`src/rtl/uart_cmd_pkg.sv`:
```
// rtl/uart_cmd_pkg.sv - shared command/reply byte constants and handler state type
package uart_cmd_pkg;

    localparam logic [7:0] CMD_WRITE   = 8'h77;
    localparam logic [7:0] CMD_READ    = 8'h72;
    localparam logic [7:0] CMD_STROBE  = 8'h74;
    localparam logic [7:0] CMD_VERSION = 8'h76;

    localparam logic [7:0] RSP_ACK = 8'h4B;
    localparam logic [7:0] RSP_ERR = 8'h45;

    typedef enum logic [2:0] {
        ST_IDLE,
        ST_ADDR,
        ST_DATA,
        ST_MASK,
        ST_REPLY
    } state_e;

endpackage

```
`src/rtl/uart_reply_seq.sv`:
```
// rtl/uart_reply_seq.sv - reply byte buffer paced against the transmitter busy flag
module uart_reply_seq #(
    parameter int DEPTH = 2,
    parameter int CNT_W = $clog2(DEPTH + 1)
) (
    input  logic               clk,
    input  logic               rst,
    input  logic               load_i,
    input  logic [CNT_W-1:0]   count_i,
    input  logic [DEPTH*8-1:0] data_i,
    input  logic               tx_busy_i,
    output logic [7:0]         tx_data_o,
    output logic               tx_en_o,
    output logic               done_o
);

    logic [DEPTH*8-1:0] buf_q, buf_d;
    logic [CNT_W-1:0]   remain_q, remain_d;
    logic               active_q, active_d;
    logic [7:0]         tx_data_q, tx_data_d;
    logic               tx_en_q;
    logic               fire;

    // Holding off while tx_en_q is high covers the cycle before busy rises.
    assign fire   = active_q && (remain_q != '0) && !tx_busy_i && !tx_en_q;
    assign done_o = active_q && tx_en_q && (remain_q == '0);

    always_comb begin
        buf_d     = buf_q;
        remain_d  = remain_q;
        active_d  = active_q;
        tx_data_d = tx_data_q;
        if (load_i) begin
            buf_d    = data_i;
            remain_d = count_i;
            active_d = 1'b1;
        end else begin
            if (fire) begin
                tx_data_d = buf_q[7:0];
                buf_d     = buf_q >> 8;
                remain_d  = remain_q - CNT_W'(1);
            end
            if (done_o) begin
                active_d = 1'b0;
            end
        end
    end

    always_ff @(posedge clk) begin
        if (rst) begin
            buf_q     <= '0;
            remain_q  <= '0;
            active_q  <= 1'b0;
            tx_data_q <= '0;
            tx_en_q   <= 1'b0;
        end else begin
            buf_q     <= buf_d;
            remain_q  <= remain_d;
            active_q  <= active_d;
            tx_data_q <= tx_data_d;
            tx_en_q   <= fire;
        end
    end

    assign tx_data_o = tx_data_q;
    assign tx_en_o   = tx_en_q;

endmodule

```
`src/rtl/uart_reg_handler.sv`:
```
// rtl/uart_reg_handler.sv - byte-stream command decoder driving a generic register file
module uart_reg_handler
    import uart_cmd_pkg::*;
#(
    parameter int         NUM_REGS       = 8,
    parameter int         REG_BYTES      = 2,
    parameter int         NUM_STROBES    = 4,
    parameter int         TIMEOUT_CYCLES = 50000,
    parameter logic [7:0] VERSION        = 8'h02
) (
    input  logic                            clk,
    input  logic                            rst,
    input  logic [7:0]                      rx_data_i,
    input  logic                            rx_valid_i,
    output logic [7:0]                      tx_data_o,
    output logic                            tx_en_o,
    input  logic                            tx_busy_i,
    output logic [NUM_REGS*REG_BYTES*8-1:0] regs_o,
    output logic [NUM_STROBES-1:0]          strobe_o,
    output logic                            timeout_o,
    output logic                            overrun_o
);

    localparam int W     = REG_BYTES * 8;
    localparam int DEPTH = (REG_BYTES > 2) ? REG_BYTES : 2;
    localparam int CNT_W = $clog2(DEPTH + 1);
    localparam int BC_W  = 3;
    localparam int TW    = (TIMEOUT_CYCLES > 1) ? $clog2(TIMEOUT_CYCLES) : 1;
    localparam logic [TW-1:0] TMO_LAST = (TIMEOUT_CYCLES == 0) ? '0 : TW'(TIMEOUT_CYCLES - 1);

    state_e              state_q, state_d;
    logic [7:0]          cmd_q, cmd_d;
    logic [7:0]          addr_q, addr_d;
    logic [BC_W-1:0]     bc_q, bc_d;
    logic [W-1:0]        stage_q, stage_d, stage_nx;
    logic [TW-1:0]       tmo_q, tmo_d;
    logic [NUM_STROBES-1:0] strobe_q, strobe_d;
    logic                timeout_q, timeout_d;
    logic                overrun_q, overrun_d;
    logic [W-1:0]        regs_q [NUM_REGS];
    logic [W-1:0]        rd_word;
    logic [DEPTH*8-1:0]  rd_bytes;
    logic                wr_en;
    logic                rd_ok, wr_ok, in_cmd, tmo_hit;
    logic                load;
    logic [CNT_W-1:0]    load_cnt;
    logic [DEPTH*8-1:0]  load_data;
    logic                reply_done;

    assign rd_ok    = ({1'b0, rx_data_i} < 9'(NUM_REGS));
    assign wr_ok    = ({1'b0, addr_q} < 9'(NUM_REGS));
    assign in_cmd   = (state_q == ST_ADDR) || (state_q == ST_DATA) || (state_q == ST_MASK);
    assign tmo_hit  = (TIMEOUT_CYCLES != 0) && in_cmd && !rx_valid_i && (tmo_q == TMO_LAST);
    assign stage_nx = W'({stage_q, rx_data_i});

    // Read-back bytes are queued with the register MSB sent first.
    always_comb begin
        rd_word  = '0;
        rd_bytes = '0;
        for (int k = 0; k < NUM_REGS; k++) begin
            if (rx_data_i == 8'(k)) rd_word = regs_q[k];
        end
        for (int i = 0; i < REG_BYTES; i++) begin
            rd_bytes[i*8 +: 8] = rd_word[(REG_BYTES-1-i)*8 +: 8];
        end
    end

    always_comb begin
        state_d   = state_q;
        cmd_d     = cmd_q;
        addr_d    = addr_q;
        bc_d      = bc_q;
        stage_d   = stage_q;
        strobe_d  = '0;
        timeout_d = 1'b0;
        overrun_d = 1'b0;
        wr_en     = 1'b0;
        load      = 1'b0;
        load_cnt  = '0;
        load_data = '0;
        tmo_d     = (!in_cmd || rx_valid_i) ? '0 : tmo_q + TW'(1);

        case (state_q)
            ST_IDLE: begin
                if (rx_valid_i) begin
                    cmd_d = rx_data_i;
                    case (rx_data_i)
                        CMD_WRITE, CMD_READ: state_d = ST_ADDR;
                        CMD_STROBE:          state_d = ST_MASK;
                        CMD_VERSION: begin
                            load            = 1'b1;
                            load_cnt        = CNT_W'(2);
                            load_data[7:0]  = VERSION;
                            load_data[15:8] = 8'(NUM_REGS);
                            state_d         = ST_REPLY;
                        end
                        default: begin
                            load           = 1'b1;
                            load_cnt       = CNT_W'(1);
                            load_data[7:0] = rx_data_i;
                            state_d        = ST_REPLY;
                        end
                    endcase
                end
            end
            ST_ADDR: begin
                if (rx_valid_i) begin
                    addr_d = rx_data_i;
                    if (cmd_q == CMD_WRITE) begin
                        bc_d    = BC_W'(REG_BYTES - 1);
                        stage_d = '0;
                        state_d = ST_DATA;
                    end else begin
                        load    = 1'b1;
                        state_d = ST_REPLY;
                        if (rd_ok) begin
                            load_cnt  = CNT_W'(REG_BYTES);
                            load_data = rd_bytes;
                        end else begin
                            load_cnt       = CNT_W'(1);
                            load_data[7:0] = RSP_ERR;
                        end
                    end
                end else if (tmo_hit) begin
                    timeout_d = 1'b1;
                    state_d   = ST_IDLE;
                end
            end
            ST_DATA: begin
                if (rx_valid_i) begin
                    stage_d = stage_nx;
                    if (bc_q == '0) begin
                        wr_en          = wr_ok;
                        load           = 1'b1;
                        load_cnt       = CNT_W'(1);
                        load_data[7:0] = wr_ok ? RSP_ACK : RSP_ERR;
                        state_d        = ST_REPLY;
                    end else begin
                        bc_d = bc_q - BC_W'(1);
                    end
                end else if (tmo_hit) begin
                    timeout_d = 1'b1;
                    state_d   = ST_IDLE;
                end
            end
            ST_MASK: begin
                if (rx_valid_i) begin
                    strobe_d       = rx_data_i[NUM_STROBES-1:0];
                    load           = 1'b1;
                    load_cnt       = CNT_W'(1);
                    load_data[7:0] = RSP_ACK;
                    state_d        = ST_REPLY;
                end else if (tmo_hit) begin
                    timeout_d = 1'b1;
                    state_d   = ST_IDLE;
                end
            end
            ST_REPLY: begin
                overrun_d = rx_valid_i;
                if (reply_done) state_d = ST_IDLE;
            end
            default: state_d = ST_IDLE;
        endcase
    end

    always_ff @(posedge clk) begin
        if (rst) begin
            state_q   <= ST_IDLE;
            cmd_q     <= '0;
            addr_q    <= '0;
            bc_q      <= '0;
            stage_q   <= '0;
            tmo_q     <= '0;
            strobe_q  <= '0;
            timeout_q <= 1'b0;
            overrun_q <= 1'b0;
            for (int k = 0; k < NUM_REGS; k++) regs_q[k] <= '0;
        end else begin
            state_q   <= state_d;
            cmd_q     <= cmd_d;
            addr_q    <= addr_d;
            bc_q      <= bc_d;
            stage_q   <= stage_d;
            tmo_q     <= tmo_d;
            strobe_q  <= strobe_d;
            timeout_q <= timeout_d;
            overrun_q <= overrun_d;
            for (int k = 0; k < NUM_REGS; k++) begin
                if (wr_en && (addr_q == 8'(k))) regs_q[k] <= stage_nx;
            end
        end
    end

    for (genvar k = 0; k < NUM_REGS; k++) begin : g_regs
        assign regs_o[k*W +: W] = regs_q[k];
    end

    uart_reply_seq #(
        .DEPTH (DEPTH),
        .CNT_W (CNT_W)
    ) u_reply_seq (
        .clk       (clk),
        .rst       (rst),
        .load_i    (load),
        .count_i   (load_cnt),
        .data_i    (load_data),
        .tx_busy_i (tx_busy_i),
        .tx_data_o (tx_data_o),
        .tx_en_o   (tx_en_o),
        .done_o    (reply_done)
    );

    assign strobe_o  = strobe_q;
    assign timeout_o = timeout_q;
    assign overrun_o = overrun_q;

endmodule

```
`config.mk`:
```
export PLATFORM = sky130hd
export DESIGN_NAME = uart_reg_handler
export DESIGN_NICKNAME = d
export VERILOG_FILES = /design/src/rtl/uart_cmd_pkg.sv /design/src/rtl/uart_reply_seq.sv /design/src/rtl/uart_reg_handler.sv
export SDC_FILE = /design/constraint.sdc
export NUM_CORES = 1
export LEC_CHECK = 0
export CORE_MARGIN = 5
export CORE_UTILIZATION = 41
export DETAILED_ROUTE_END_ITERATION = 10
export GPL_ROUTABILITY_DRIVEN = 1
export HOLD_SLACK_MARGIN = 0.12
export PLACE_DENSITY_LB_ADDON = 0.2
export SLEW_MARGIN = 20
export SYNTH_ARGS = -nofsm -noshare
export SYNTH_HDL_FRONTEND = slang
export SYNTH_SLANG_ARGS = --single-unit
```
`constraint.sdc`:
```
create_clock -name clk -period 3 [get_ports clk]
set_input_delay 0.6 -clock clk [delete_from_list [all_inputs] [get_ports clk]]
set_output_delay 0.6 -clock clk [all_outputs]
set_load 0.01 [all_outputs]
```
## Word level (Yosys, flattened, before mapping)

Memories as Yosys holds them, arrays and structs flattened.
Index checks and enable logic that the tools add are counted.
Widths: inputs -> output; s select.

| word-level totals | value |
|---|---|
| memories kept | 1 |
| register bits after elaboration | 80 |
| bits in writable memories | 128 |

Memories:

| name | depth | width | read ports | clocked after Yosys merged registers in | write ports | line | text |
|---|---|---|---|---|---|---|---|
| regs_q | 8 | 16 | 8 | 0 | 8 | uart_reg_handler.sv:40 | `logic [W-1:0] regs_q [NUM_REGS];` |

| cells by class | value |
|---|---|
| eq/ne operators | 31 |
| $lt $le $gt $ge | 2 |
| mux-type cells | 101 |
| bitwise gates (word level) | 13 |
| reductions and logical operators | 44 |
| $add $sub $neg | 3 |

Operators by type and width:

| cell | number |
|---|---|
| $mux 16 | 20 |
| $eq 8x3->1 const B | 8 |
| $pmux 8 s2 | 3 |
| $mux 1 | 42 |
| $eq 8x7->1 const B | 5 |
| $mux 8 | 5 |
| $mux 3 | 12 |
| $eq 8x2->1 const B | 4 |
| $pmux 8 s4 | 1 |
| $mux 7 | 3 |
| $add 16x1->16 const B | 1 |
| $eq 16x16->1 const B | 1 |
| $eq 8x1->1 const B | 2 |
| $logic_not 8->1 | 2 |
| $lt 8x4->1 const B | 2 |
| $logic_and 1x1->1 | 15 |
| $pmux 3 s5 | 1 |
| $mux 12 | 1 |
| $mux 2 | 6 |
| $pmux 3 s2 | 2 |
| $reduce_or 3->1 | 4 |
| $ne 2x2->1 const B | 5 |
| $mux 4 | 2 |
| $or 1x1->1 | 8 |
| other kinds (21) | 39 |

## Depth between registers and ports, before layout

Gate-level depths: netlist of the first run.

| logic depth | value |
|---|---|
| depth after elaboration | 14 |
| depth in mapped cells | 10 |
| mapped depth without buffers | 8 |

## Cells and area by module

Synthesis of the first run repeated with hierarchy kept, for this count alone.

| unflattened totals | value |
|---|---|
| cells, all modules | 841 |
| area total of the unflattened synthesis | 9291.4 um2 |

Modules (own cells, without submodules):

| module | area each (um2) | times used | cells an instance | sequential area each (um2) |
|---|---|---|---|---|
| uart_reg_handler | 8003.9 | 1 | 699 | 4884.7 |
| uart_reply_seq | 1287.5 | 1 | 142 | 560.5 |

## Least setup slack after synthesis of the first run

No wires, ideal clock.

| path | value |
|---|---|
| path type | input to register |
| start point | input rst |
| end point | memory regs_q[1][32] in the netlist's numbering (enable) |
| data arrival time | 2.321 ns |
| buffers on the path | 5 |
| stages | 6 |
| data required time | 2.608 ns |
| path slack | 0.286 ns |
| library setup time | 0.392 ns |
| path through | clkbuf_1 > clkbuf_1 > clkbuf_1 > clkbuf_1 > clkbuf_1 > o21bai_1 |

RTL lines:

| element | line | text |
|---|---|---|
| start, declared | uart_reg_handler.sv:12 | `input logic rst,` |
| end, declared | uart_reg_handler.sv:40 |  |

==> results.py, run 1 <==
metrics = {
    "finish": {
        "synthToLayoutAreaGrowth_pct": 29.9,
        "drive_gt1_frac": 0.142,
        "final_core_util": 0.545,
        "nets": 984,
        "antenna_cells": 0,
    },
    "worst_setup_path": {
        "regToRegSetupSlack_ps": 600,
        "start_kind": "flop",
        "cp.arrival_ps": 2620,
        "path_max_fanout": 16,
        "crit_path_end_kind": "flop",
        "r2r_cells": 9,
        "cp.required_ps": 3220,
        "reg2reg_from": "bc_q[0]$_SDFFE_PP0P_",
        "critPathKind": "flop to flop",
        "reg2reg_to": "regs_q[1][16]$_SDFFCE_PN0P_",
    },
    "timing": {
        "fin_skew_ps": 9.18,
        "fin_setup_tns_ps": 0,
        "min_period_over_period": 0.800,
        "min_period_ps": 2400,
        "max_slew_margin": 0.571,
        "setup_violations": 0,
        "hold_violations": 0,
        "max_freq_ghz": 0.417,
        "setup_slack_ps": 599,
        "drv_slew": 0,
        "max_slew.worst_pin.slew_ps": 643,
        "rsz0062_at_grt": "no",
    },
    "synth": {
        "yosysSeqAreaShare": 0.591,
        "synthTopCellsByArea": "edfxtp_1 (42%), dfxtp_1 (17%), nor2_1 (5.3%)",
        "async_reset_ff_frac": 0,
        "synth_edf_count": 128,
        "yosysMostFrequentCell": "nor2_1",
        "yosysWarnings": 0,
        "synth_area_per_cell_um2": 11.5,
        "synth_area_mm2": 0.00921,
        "synth_top_area_share": 0.417,
        "synthTopCellsByCount": "nor2_1 (131), edfxtp_1 (128), dfxtp_1 (80)",
        "synth-main-ff-cell": "edfxtp_1",
        "yosys.cell_types.count": 70,
        "yosysTopAreaCell": "edfxtp_1",
        "synth-seq-cells": 208,
        "syn_inst": 802,
        "syn_nets": 818,
    },
    "clocking": {
        "clock-sinks": 208,
        "htree_levels": 1,
        "postCtsHoldBufs": 0,
        "cts_buffer_depth": 3,
        "cts_setup_buffers": 0,
        "clk_pin_slew_ps": 60,
        "root_buffer": "clkbuf_16",
        "worstSkewPairLatency_ps": 520,
        "cts_resized": 0,
        "numCtsBuffers": 23,
        "cts_tree": "done",
    },
    "min_path": {
        "whs_endpoint": "cmd_q[7]$_SDFFE_PP0P_",
        "min_path_type": "flop to flop",
        "min_from": "cmd_q[7]$_SDFFE_PP0P_",
        "min_path_cells": 2,
    },
    "placement": {
        "gp_congestion": 0.864,
        "hpwl_um": 20200,
        "io_buffer_count": 154,
        "dp_slack_ps": 226,
    },
    "route": {
        "first_pass_iters": 5,
        "wl_met1_um": 11900,
        "drt_iter0_drc": 621,
        "routed.top_layer": "met4",
        "ant_nets": 0,
        "routed_wirelength_um": 28300,
        "dr_wl_met2_um": 13100,
        "via_count": 6973,
        "drc_errors": 0,
        "wl_per_cell_um": 22.3,
        "vias_per_cell": 5.51,
        "wl_met3_um": 2510,
    },
    "floorplanning": {
        "die_y_um": 160,
        "core_mm2": 0.0220,
        "die_w_um": 160,
        "ios": 155,
        "die-area_mm2": 0.0256,
        "start_util": 0.420,
        "std_cell_rows": 54,
    },
    "power": {
        "vdd_drop_max_v": 0.000343,
        "pwr_density_cell_mw_per_mm2": 545,
        "power_leakage_nw": 4.25,
    },
    "global_route": {
        "grt_max_degree": 48,
        "grt.overflow.total": 0,
        "grt_usage": 0.217,
        "grt_pass1_wl_um": 42800,
        "antenna_found_initial": 0,
        "grt_pass1_vias": 6985,
    },
    "run_status": {
        "status": "finished clean",
    },
    "flow_run": {
        "max_cap_viol_count": 0,
    },
}
[placed cells by master, fill, tap and decap left out, drive strengths merged, types with 5 or more instances in the layout]
master,Yosys,final
nor2,142,142
clkdlybuf4s50,0,151
nor3,9,9
a21oi,33,33
xor2,7,7
dfxtp,80,80
mux2i,26,26
mux2,10,10
nand2,71,71
inv,26,28
buf,19,47
xnor2,8,8
nand3,21,21
edfxtp,128,128
a31oi,5,5
o22ai,9,9
o21ai,20,20
o2bb2ai,7,7
mux4,19,19
and3,7,7
clkbuf,38,37
nand2b,45,45
o211ai,7,7
[worst max-delay path, stage by stage (launching register included)]
cell and delay [ps]:
dfxtp_1 300, inv_1 80, ha_1 150, ha_1 190
and3b_1 250, nand4_4 150, or2_1 290, or3b_1 400
nand2b_1 130, buf_12 160
[power by group]
part / switching (mW) / total (mW) / internal, mW
registers: 0.0683 / 3.19 / 3.12
clock network: 1.13 / 2.73 / 1.60
logic: 0.321 / 0.600 / 0.279
[worst max-delay path by stage]
| stage | slack [ps] | to | startpoint |
|---|---|---|---|
| 2_1_floorplan | 290 | regs_q[1][32]$_DFFE_PP_ | rst |
| 3_3_place_gp | 230 | u_reply_seq.buf_q[6]$_SDFFE_PP0P_ | rx_valid_i |
| 3_5_place_dp | 230 | u_reply_seq.buf_q[13]$_SDFFE_PP0P_ | rx_data_i[4] |
| 4_1_cts | 580 | regs_q[1][28]$_SDFFCE_PN0P_ | bc_q[0]$_SDFFE_PP0P_ |
| 5_1_grt | 460 | regs_q[1][16]$_SDFFCE_PN0P_ | bc_q[0]$_SDFFE_PP0P_ |
| 6_report | 600 | regs_q[1][16]$_SDFFCE_PN0P_ | bc_q[0]$_SDFFE_PP0P_ |
[registers in the layout, indices dropped and copies added, names as in the netlist]
name	flops
cmd_q	8
strobe_o	4
u_reply_seq.active_q	1
tmo_q	16
state_q	3
u_reply_seq.buf_q	16
overrun_o	1
u_reply_seq.tx_data_o	8
u_reply_seq.remain_q	2
stage_q	8
addr_q	8
regs_q	128
bc_q	3
u_reply_seq.tx_en_o	1
timeout_o	1
[metal layers]
| metal | global-route usage | up-vias |
|---|---|---|
| li1 | - | 3176 |
| met1 | 0.302 | 3433 |
| met2 | 0.345 | 316 |
| met3 | 0.0505 | 48 |
| met4 | 0.0579 | 0 |
| met5 | 0 | - |
[cell type report]
class	instances	area, um^2
fillers	1887	9990
flip-flops and latches	208	5450
multi-input cells	511	3410
repair buffers	198	1930
clock buffers	37	703
well taps	280	350
inverters	26	97.6
clock inverters	5	27.5
[cells by family (layout without fill, tap and decap cells)]
group,Yosys count,after routing,synth area share
simple gates,331,331,0.186
flops,208,208,0.591
compound gates,105,105,0.0751
buf+inv,83,266,0.0399
mux,55,55,0.0869
xor+xnor,15,15,0.0143
fa+ha+maj,5,5,0.00652
[metrics by stage]
stage | hold WS [ps] | area (um^2) | power (mW) | std cells
after floorplan | 418 | 9210 | 3.52 | 802
after global placement | 430 | 11200 | 3.85 | 1223
after detailed placement | 444 | 11200 | 3.85 | 1223
after CTS | 452 | 12000 | 6.56 | 1265
after global routing | 471 | 12000 | 6.72 | 1265
final | 452 | 12000 | 6.52 | 1265
(Power assumes the default switching activity.)
==> run 2: changes to the inputs <==
- clock period: 3 -> 2 ns (I/O delays scaled with it)
==> run 2 against run 1 <==
Compared with the run above:
- the flow now finishes with violations (negative setup slack)
- via count grew 4.1%
- register-to-register slack lost 730 ps
- critical endpoint is now regs_q[1][23]$_SDFFCE_PN0P_
- non-clock buffer count grew 86
- fmax grew 13%
- sequential power grew 50%
- count of clock-buffer cells in the layout shrank 12
- sequential cell count is the same
==> results.py, run 2 (synthesis results as in run 1) <==
metrics = {
    "finish": {
        "regMostFlops": "regs_q",
        "antenna_cells": 0,
        "mostFrequentLayoutCells": "clkdlybuf4s50_1 (151), edfxtp_1 (128), buf_4 (104)",
        "drive_gt1_frac": 0.267,
        "synthToLayoutAreaGrowth_pct": 43.6,
        "top_regs": "regs_q: 128 flops, tmo_q: 16 flops, u_reply_seq.buf_q: 16 flops",
        "largest_reg_flops": 128,
        "final_common_cell": "clkdlybuf4s50_1",
        "nets": 1073,
        "final_cells": 1354,
    },
    "timing": {
        "rsz0062_at_grt": "yes",
        "timing.hold.ws_ps": 435,
        "fin_skew_ps": 17.6,
        "drv_slew": 0,
        "setup_slack_ps": -129,
        "min_period_ps": 2130,
        "max_slew.worst_pin.slew_ps": 666,
        "fin_setup_tns_ps": -9180,
        "hold_violations": 0,
        "max_freq_ghz": 0.470,
        "min_period_over_period": 1.06,
        "setup_violations": 132,
        "max_slew_margin": 0.556,
    },
    "run_status": {
        "status": "finished with violations",
        "violations": "negative setup slack",
    },
    "flow_run": {
        "max_cap_viol_count": 0,
    },
    "clocking": {
        "cts_buffer_depth": 3,
        "clock-sinks": 208,
        "clk_pin_slew_ps": 60,
        "cts_tree": "done",
        "numCtsBuffers": 23,
        "htree_levels": 1,
        "postCtsHoldBufs": 0,
        "worstSkewPairLatency_ps": 520,
        "root_buffer": "clkbuf_16",
    },
    "power": {
        "switchingPower_mw": 2.38,
        "p_int_mw": 8.13,
        "finalPower_mw": 10.5,
        "p_seq_frac": 0.455,
        "clockPowerShare": 0.446,
        "power_leakage_nw": 4.86,
        "combPwrFrac": 0.099,
        "pwr_density_cell_mw_per_mm2": 794,
        "vdd_drop_max_v": 0.000509,
        "swShare": 0.226,
    },
    "global_route": {
        "antenna_found_initial": 0,
        "grt_max_degree": 37,
        "grt.overflow.total": 0,
        "grt_usage": 0.222,
        "grt_pass1_vias": 7296,
        "grt_pass1_wl_um": 44200,
    },
    "worst_setup_path": {
        "critPathTopFamily": "simple AND/OR/NAND/NOR gates",
        "start_kind": "flop",
        "critPathKind": "flop to flop",
        "startpoint": "bc_q[0]$_SDFFE_PP0P_",
        "r2r_cells": 8,
        "max_stage_delay_ps": 440,
        "crit_path_end_kind": "flop",
        "crit_path_frequent_cell": "ha_4",
        "cp_slowest_cell": "or3b_4",
        "path_cells": "inv_2 -> ha_4 -> ha_4 -> and3b_2 -> nand4_4 -> or2_4 -> or3b_4 -> nand2b_4",
        "regToRegSetupSlack_ps": -130,
        "crit_end": "regs_q[1][23]$_SDFFCE_PN0P_",
        "cp.arrival_ps": 2340,
        "path_max_fanout": 8,
        "cp.required_ps": 2210,
        "reg2reg_to": "regs_q[1][23]$_SDFFCE_PN0P_",
        "path_buf_inv": 1,
        "reg2reg_from": "bc_q[0]$_SDFFE_PP0P_",
        "path_depth": 8,
    },
    "floorplanning": {
        "die-area_mm2": 0.0256,
        "core_mm2": 0.0220,
        "std_cell_rows": 54,
        "die_y_um": 160,
        "start_util": 0.420,
        "ios": 155,
        "die_w_um": 160,
    },
    "placement": {
        "gp_congestion": 0.880,
        "io_buffer_count": 154,
        "place_inst": 1302,
        "hpwl_um": 21000,
    },
    "route": {
        "routed_wirelength_um": 29200,
        "drt_iter0_drc": 423,
        "ant_nets": 0,
        "vias_per_cell": 5.36,
        "first_pass_iters": 6,
        "drc_errors": 0,
        "wl_per_cell_um": 21.6,
        "via_count": 7262,
    },
    "min_path": {
        "min_path_type": "primary input to flop",
    },
}
==> run 2: cell types whose count changed in the layout (fill, tap and decap cells not counted), moves of 10 or more <==
cell,previous run,this run
nor2_1,131,97
buf_12,6,16
nor2_2,1,22
buf_4,38,104
nor2_4,10,23
==> run 2: repair_timing <==
action	4_1_cts	5_1_grt
resized for setup	20	59
pin swaps	6	3
setup endpoints to repair	166	201
setup buffers	2	2
cloned	3	3
endpoints found under the hold margin	0	0
==> run 2: how the worst min path moves through the flow <==
stage / start / endpoint / slack [ps] / depth (start not counted)
final: rx_data_i[1] / addr_q[1]$_SDFFE_PP0P_ / 440 / 4
after global routing: rx_data_i[1] / addr_q[1]$_SDFFE_PP0P_ / 440 / 4
after CTS: rx_data_i[1] / addr_q[1]$_SDFFE_PP0P_ / 400 / 4
after detailed placement: cmd_q[3]$_SDFFE_PP0P_ / cmd_q[3]$_SDFFE_PP0P_ / 450 / 2
after global placement: tmo_q[0]$_SDFF_PP0_ / tmo_q[0]$_SDFF_PP0_ / 430 / 1
after floorplan: tmo_q[0]$_SDFF_PP0_ / tmo_q[0]$_SDFF_PP0_ / 420 / 1
==> run 2: stage by stage <==
stage | util | setup WS, ps | cell area [um^2]
detailed placement | 0.546 | -503 | 12000
floorplan | - | -208 | 9320
CTS | 0.589 | -134 | 12900
global placement | 0.546 | -488 | 12000
finish | 0.602 | -129 | 13200
global route | 0.602 | -198 | 13200
==> run 2: power groups by stage <==
stage	registers, mW	logic, mW	clock network, mW
final	4.78	1.04	4.69
after global routing	4.79	1.10	4.93
after CTS	4.78	1.02	4.75
after detailed placement	4.87	1.00	0
after global placement	4.87	1.00	0
after floorplan	4.88	0.399	0
==> run 2: metal layers <==
layer / GRT usage / wire length, um / part of all wire / up-vias
li1: - / - / - / 3365
met1: 0.307 / 12400 / 0.42 / 3554
met2: 0.363 / 13700 / 0.47 / 305
met3: 0.0492 / 2550 / 0.087 / 38
met4: 0.0469 / 587 / 0.020 / 0
met5: 0 / 0 / 0 / -
==> run 2: area by class of cell <==
class                           count  area, um^2
Timing Repair Buffer              284        2780
Sequential cell                   208        5450
Multi-Input combinational cell    514        3710
Fill cell                        1779        8730
Tap cell                          280         350
Inverter                           26        97.6
Clock inverter                     17         245
Clock buffer                       25         593
==> run 2: worst min-delay path: cells and delay by family <==
family / cells / cell delay (ps)
AND/OR/NAND/NOR: 1 / 70
AO/OA/AOI/OAI: 1 / 60
buffers and inverters: 2 / 350
==> patch 1: new RTL, config.mk and constraints of run 2 <==
Encoding of `state_e`: now one-hot (5 bits for 5 states).
--- a/src/rtl/uart_cmd_pkg.sv
+++ b/src/rtl/uart_cmd_pkg.sv
@@ -11,8 +11,8 @@
 
-    typedef enum logic [2:0] {
-        ST_IDLE,
-        ST_ADDR,
-        ST_DATA,
-        ST_MASK,
-        ST_REPLY
+    typedef enum logic [4:0] {
+        ST_IDLE  = 5'b00001,
+        ST_ADDR  = 5'b00010,
+        ST_DATA  = 5'b00100,
+        ST_MASK  = 5'b01000,
+        ST_REPLY = 5'b10000
     } state_e;
Function: no difference found for any inputs over 4 cycles, from zero or initial values and one cycle with rst high; so few cycles prove little.
==> patch 1 against run 2 <==
The run still ends with negative setup slack left. Area after synthesis increased by 1.3%. Hold slack got worse by 0.11 ns. Sequential cell count grew 2. Synthesized cell count increased by 4.6%. Non-clock buffer count up 30. Cell area increased by 3.0%. Cell count grew 4.7%. Combinational power rose by 20%. Wire length up 9.2%. Clock power shrank 12%. Power down 2.5%. Sequential share of layout area shrank 0.89 points. Worst setup slack worse by 0.32 ns. Largest cell class unchanged. Die area increased by 1.2%.
==> patch 1: results <==
set metrics [dict create \
    detailed_place.area_um2 12100 \
    num-clock-buffers 38 \
    final.signal_inverter_count 29 \
    sequential_cell_area_um2 5490 \
    violated_checks "negative setup slack" \
    grt_pass1_wl_um 46000 \
    placement_rows 55 \
    multi_input_gate_share_of_total_cell_area_pct 28.1 \
    cts_setup_buffers 5 \
    critPathArrivalTime_ns 2.67 \
    wl_met3_um 2470 \
    timing.hold.worst.start "rst" \
    setup_slack_after_layout_ns -0.447 \
    area_growth_pct 46.0 \
    hpwl_um 22600 \
    timing.final.setup_violations 257 \
    layout.buffer.nonclock.area_share_pct 22.8 \
    detail_route.wirelength.met1_um 13300 \
    peakVddDrop_mv 0.602 \
    switchingPower_w 0.00245 \
    groute.usage.overall_pct 23.0 \
    dr_total_vias 7766 \
    tritoncts.num_buffers 24 \
    syn_area_per_cell_um2 11.1 \
    status "finished, violations left" \
    netlist-cell-type-count 72 \
    synth_top_cells_by_count "154 x sky130_fd_sc_hd__nor2_1, 128 x sky130_fd_sc_hd__edfxtp_1, 82 x sky130_fd_sc_hd__dfxtp_1" \
    final_nets 1131 \
    static-leakage-power_nw 5.08 \
]
patch 1: cell count changes after synthesis, moves of 6 or more:
cell and change:
sky130_fd_sc_hd__a32o_1 +8, sky130_fd_sc_hd__clkbuf_1 +13, sky130_fd_sc_hd__mux2_2 -6, sky130_fd_sc_hd__mux2i_1 +14, sky130_fd_sc_hd__nand2_1 -30, sky130_fd_sc_hd__nor2_1 +23, sky130_fd_sc_hd__nor2_2 +9, sky130_fd_sc_hd__nor2_4 -10
sky130_fd_sc_hd__o21ai_0 +8, sky130_fd_sc_hd__o22ai_1 -6, sky130_fd_sc_hd__o2bb2ai_1 -6
patch 1: metal layers:
metal	up-vias	GRT usage, %
li1	3542	-
met4	0	7.87
met2	335	37.0
met3	56	4.54
met1	3833	31.3
met5	-	0
patch 1: final timing paths:
kind | endpoint | slack [ns] | cells after the start
worst min-delay path | u_reply_seq.buf_q[2] | 0.32 | 2
worst max-delay path | regs_q[0][17] | -0.45 | 4
worst min register to register | tmo_q[0] | 0.45 | 1
worst max register to register | regs_q[0][17] | -0.45 | 4
patch 1: power groups by stage:
stage,Clock (W),Sequential [W],Combinational (W)
after floorplan,0,0.00495,0.000448
after global placement,0,0.00493,0.00112
after detailed placement,0,0.00493,0.00112
after CTS,0.00420,0.00484,0.00117
after global routing,0.00439,0.00486,0.00132
final,0.00415,0.00485,0.00125
patch 1: cell families after synthesis:
family	share of synthesized area [%]
simple gates	17.9
fa+ha+maj	0.536
mux	8.88
flops	58.8
xor+xnor	1.60
compound gates	7.98
buf+inv	4.28
patch 1: worst max-delay path, cell delays in order (launching register included):
cell	delay, ns
sky130_fd_sc_hd__dfxtp_2	0.32
sky130_fd_sc_hd__or4b_4	0.55
sky130_fd_sc_hd__or4_4	0.53
sky130_fd_sc_hd__or4_4	0.46
sky130_fd_sc_hd__or2b_4	0.30
==> patch 2: new RTL, settings of run 2 <==
Made on the original files. The parameter `REG_BYTES` goes from 2 to 4.
--- a/src/rtl/uart_reg_handler.sv
+++ b/src/rtl/uart_reg_handler.sv
@@ -5,3 +5,3 @@
     parameter int         NUM_REGS       = 8,
-    parameter int         REG_BYTES      = 2,
+    parameter int         REG_BYTES      = 4,
     parameter int         NUM_STROBES    = 4,
Ports: changed (resized regs_o); port bits go from 155 to 283. The function was not compared with the original's and may differ.
==> patch 2 against run 2 <==
The run still ends with negative setup slack left. Fmax is 9.7% lower. Sequential power is 79% higher. Non-clock buffer count is 257 higher. Sequential cell count is 161 higher. Wire length is 130% higher. Critical path depth stayed put. Core utilization is 2.4 points higher. First-iteration DRC count grew to 3.9 times the old value. Worst setup slack worse by 0.23 ns. Area after synthesis is 74% higher. Power is 71% higher. Count of clock-buffer cells in the layout is 38 higher. Cell area is 84% higher. Highest routed layer unchanged.
==> patch 2: results <==
set metrics [dict create \
    netlist-cell-type-count 80 \
    timing.final.setup_violations 452 \
    diodes 1 \
    synth_xor_xnor_area_share_pct 0.817 \
    buffer_ports.inserted 282 \
    setup_slack_after_layout_ns -0.358 \
    critPathLaunch "addr_q[4]" \
    layout_top_registers "regs_q: 256 flops, u_reply_seq.buf_q: 32 flops, stage_q: 24 flops" \
    instance_count_along_the_most_critical_hold_path 2 \
    fin_skew_ns 0.0200 \
    insertion_delay_ns 0.57 \
    buffers_excl_clock 541 \
    layout.comb_gates.multi_input 847 \
    clock_power_share_pct 41.2 \
    synth.area.mux_share_pct 7.40 \
    num-clock-buffers 63 \
    detailed_place.area_um2 20800 \
    syn_area_per_cell_um2 11.6 \
    dp_worst_setup_slack_ns -0.854 \
    worstHoldEndpoint "bc_q[2]" \
    totalNegativeSetupSlack_ns -93.28 \
    postRouteWirelength_um 66900 \
    worst_path_largest_cell_delay_ns 0.55 \
    synth-adder-area-share_pct 0.452 \
    synth_edf_count 256 \
    grt_pass1_wl_um 92900 \
    vias_per_cell 5.76 \
    timing.hold.worst.start "rst" \
    core_area_um2 38700 \
    cp_slowest_cell "sky130_fd_sc_hd__or4_4" \
    synth-compound-area-share_pct 10.2 \
    hpwl_um 43800 \
    violated_checks "negative setup slack" \
    final_nets 1866 \
    report.power.total_w 0.0179 \
    cts_max_level 2 \
    switchingPower_w 0.00428 \
    area_growth_pct 51.1 \
    gp_congestion 0.923 \
    synth_top_cells_by_count "263 x sky130_fd_sc_hd__nor2_1, 256 x sky130_fd_sc_hd__edfxtp_1, 113 x sky130_fd_sc_hd__dfxtp_1" \
    critPathArrivalTime_ns 2.63 \
    grt_pass1_vias 13400 \
    clock_sinks 369 \
    fin_cells 2400 \
    ys_top_cells_by_area "sky130_fd_sc_hd__edfxtp_1 48%, sky130_fd_sc_hd__dfxtp_1 14%, sky130_fd_sc_hd__nor2_1 6.1%" \
    post_route_cells_drive_above_1_share_pct 29.4 \
    drt_first_iter_violations 1635 \
    static-leakage-power_nw 8.76 \
    final.signal_inverter_count 49 \
    sequential_cell_area_um2 9960 \
    groute.usage.overall_pct 28.8 \
    synth-seq-area-share_pct 61.9 \
    status "finished, violations left" \
    r2r_end "regs_q[0][116]" \
    n_fill_cell 2994 \
    worstPathMaxFanout 6 \
]
patch 2: cell count changes after synthesis, moves of 24 or more:
cell / delta
sky130_fd_sc_hd__clkbuf_1: +39
sky130_fd_sc_hd__edfxtp_1: +128
sky130_fd_sc_hd__nor2_1: +132
sky130_fd_sc_hd__mux2_2: +24
sky130_fd_sc_hd__dfxtp_1: +33
sky130_fd_sc_hd__o21ai_0: +54
patch 2: repair_timing:
action | in CTS | in global routing
hold buffers | 0 | 0
endpoints found under the hold margin | 0 | 0
pin swaps | 5 | 14
resized for setup | 116 | 212
gates cloned | 16 | 15
setup buffers | 25 | 17
endpoints found under the setup margin | 404 | 494
patch 2: metal layers:
layer / routed length (um) / track usage, % / part of all wire, % / vias to the layer above
li1: - / - / - / 5955
met1: 25800 / 38.7 / 39 / 6916
met2: 31600 / 46.8 / 47 / 813
met3: 7000 / 6.39 / 10 / 131
met4: 2510 / 9.38 / 3.8 / 0
met5: 0 / 0 / 0 / -
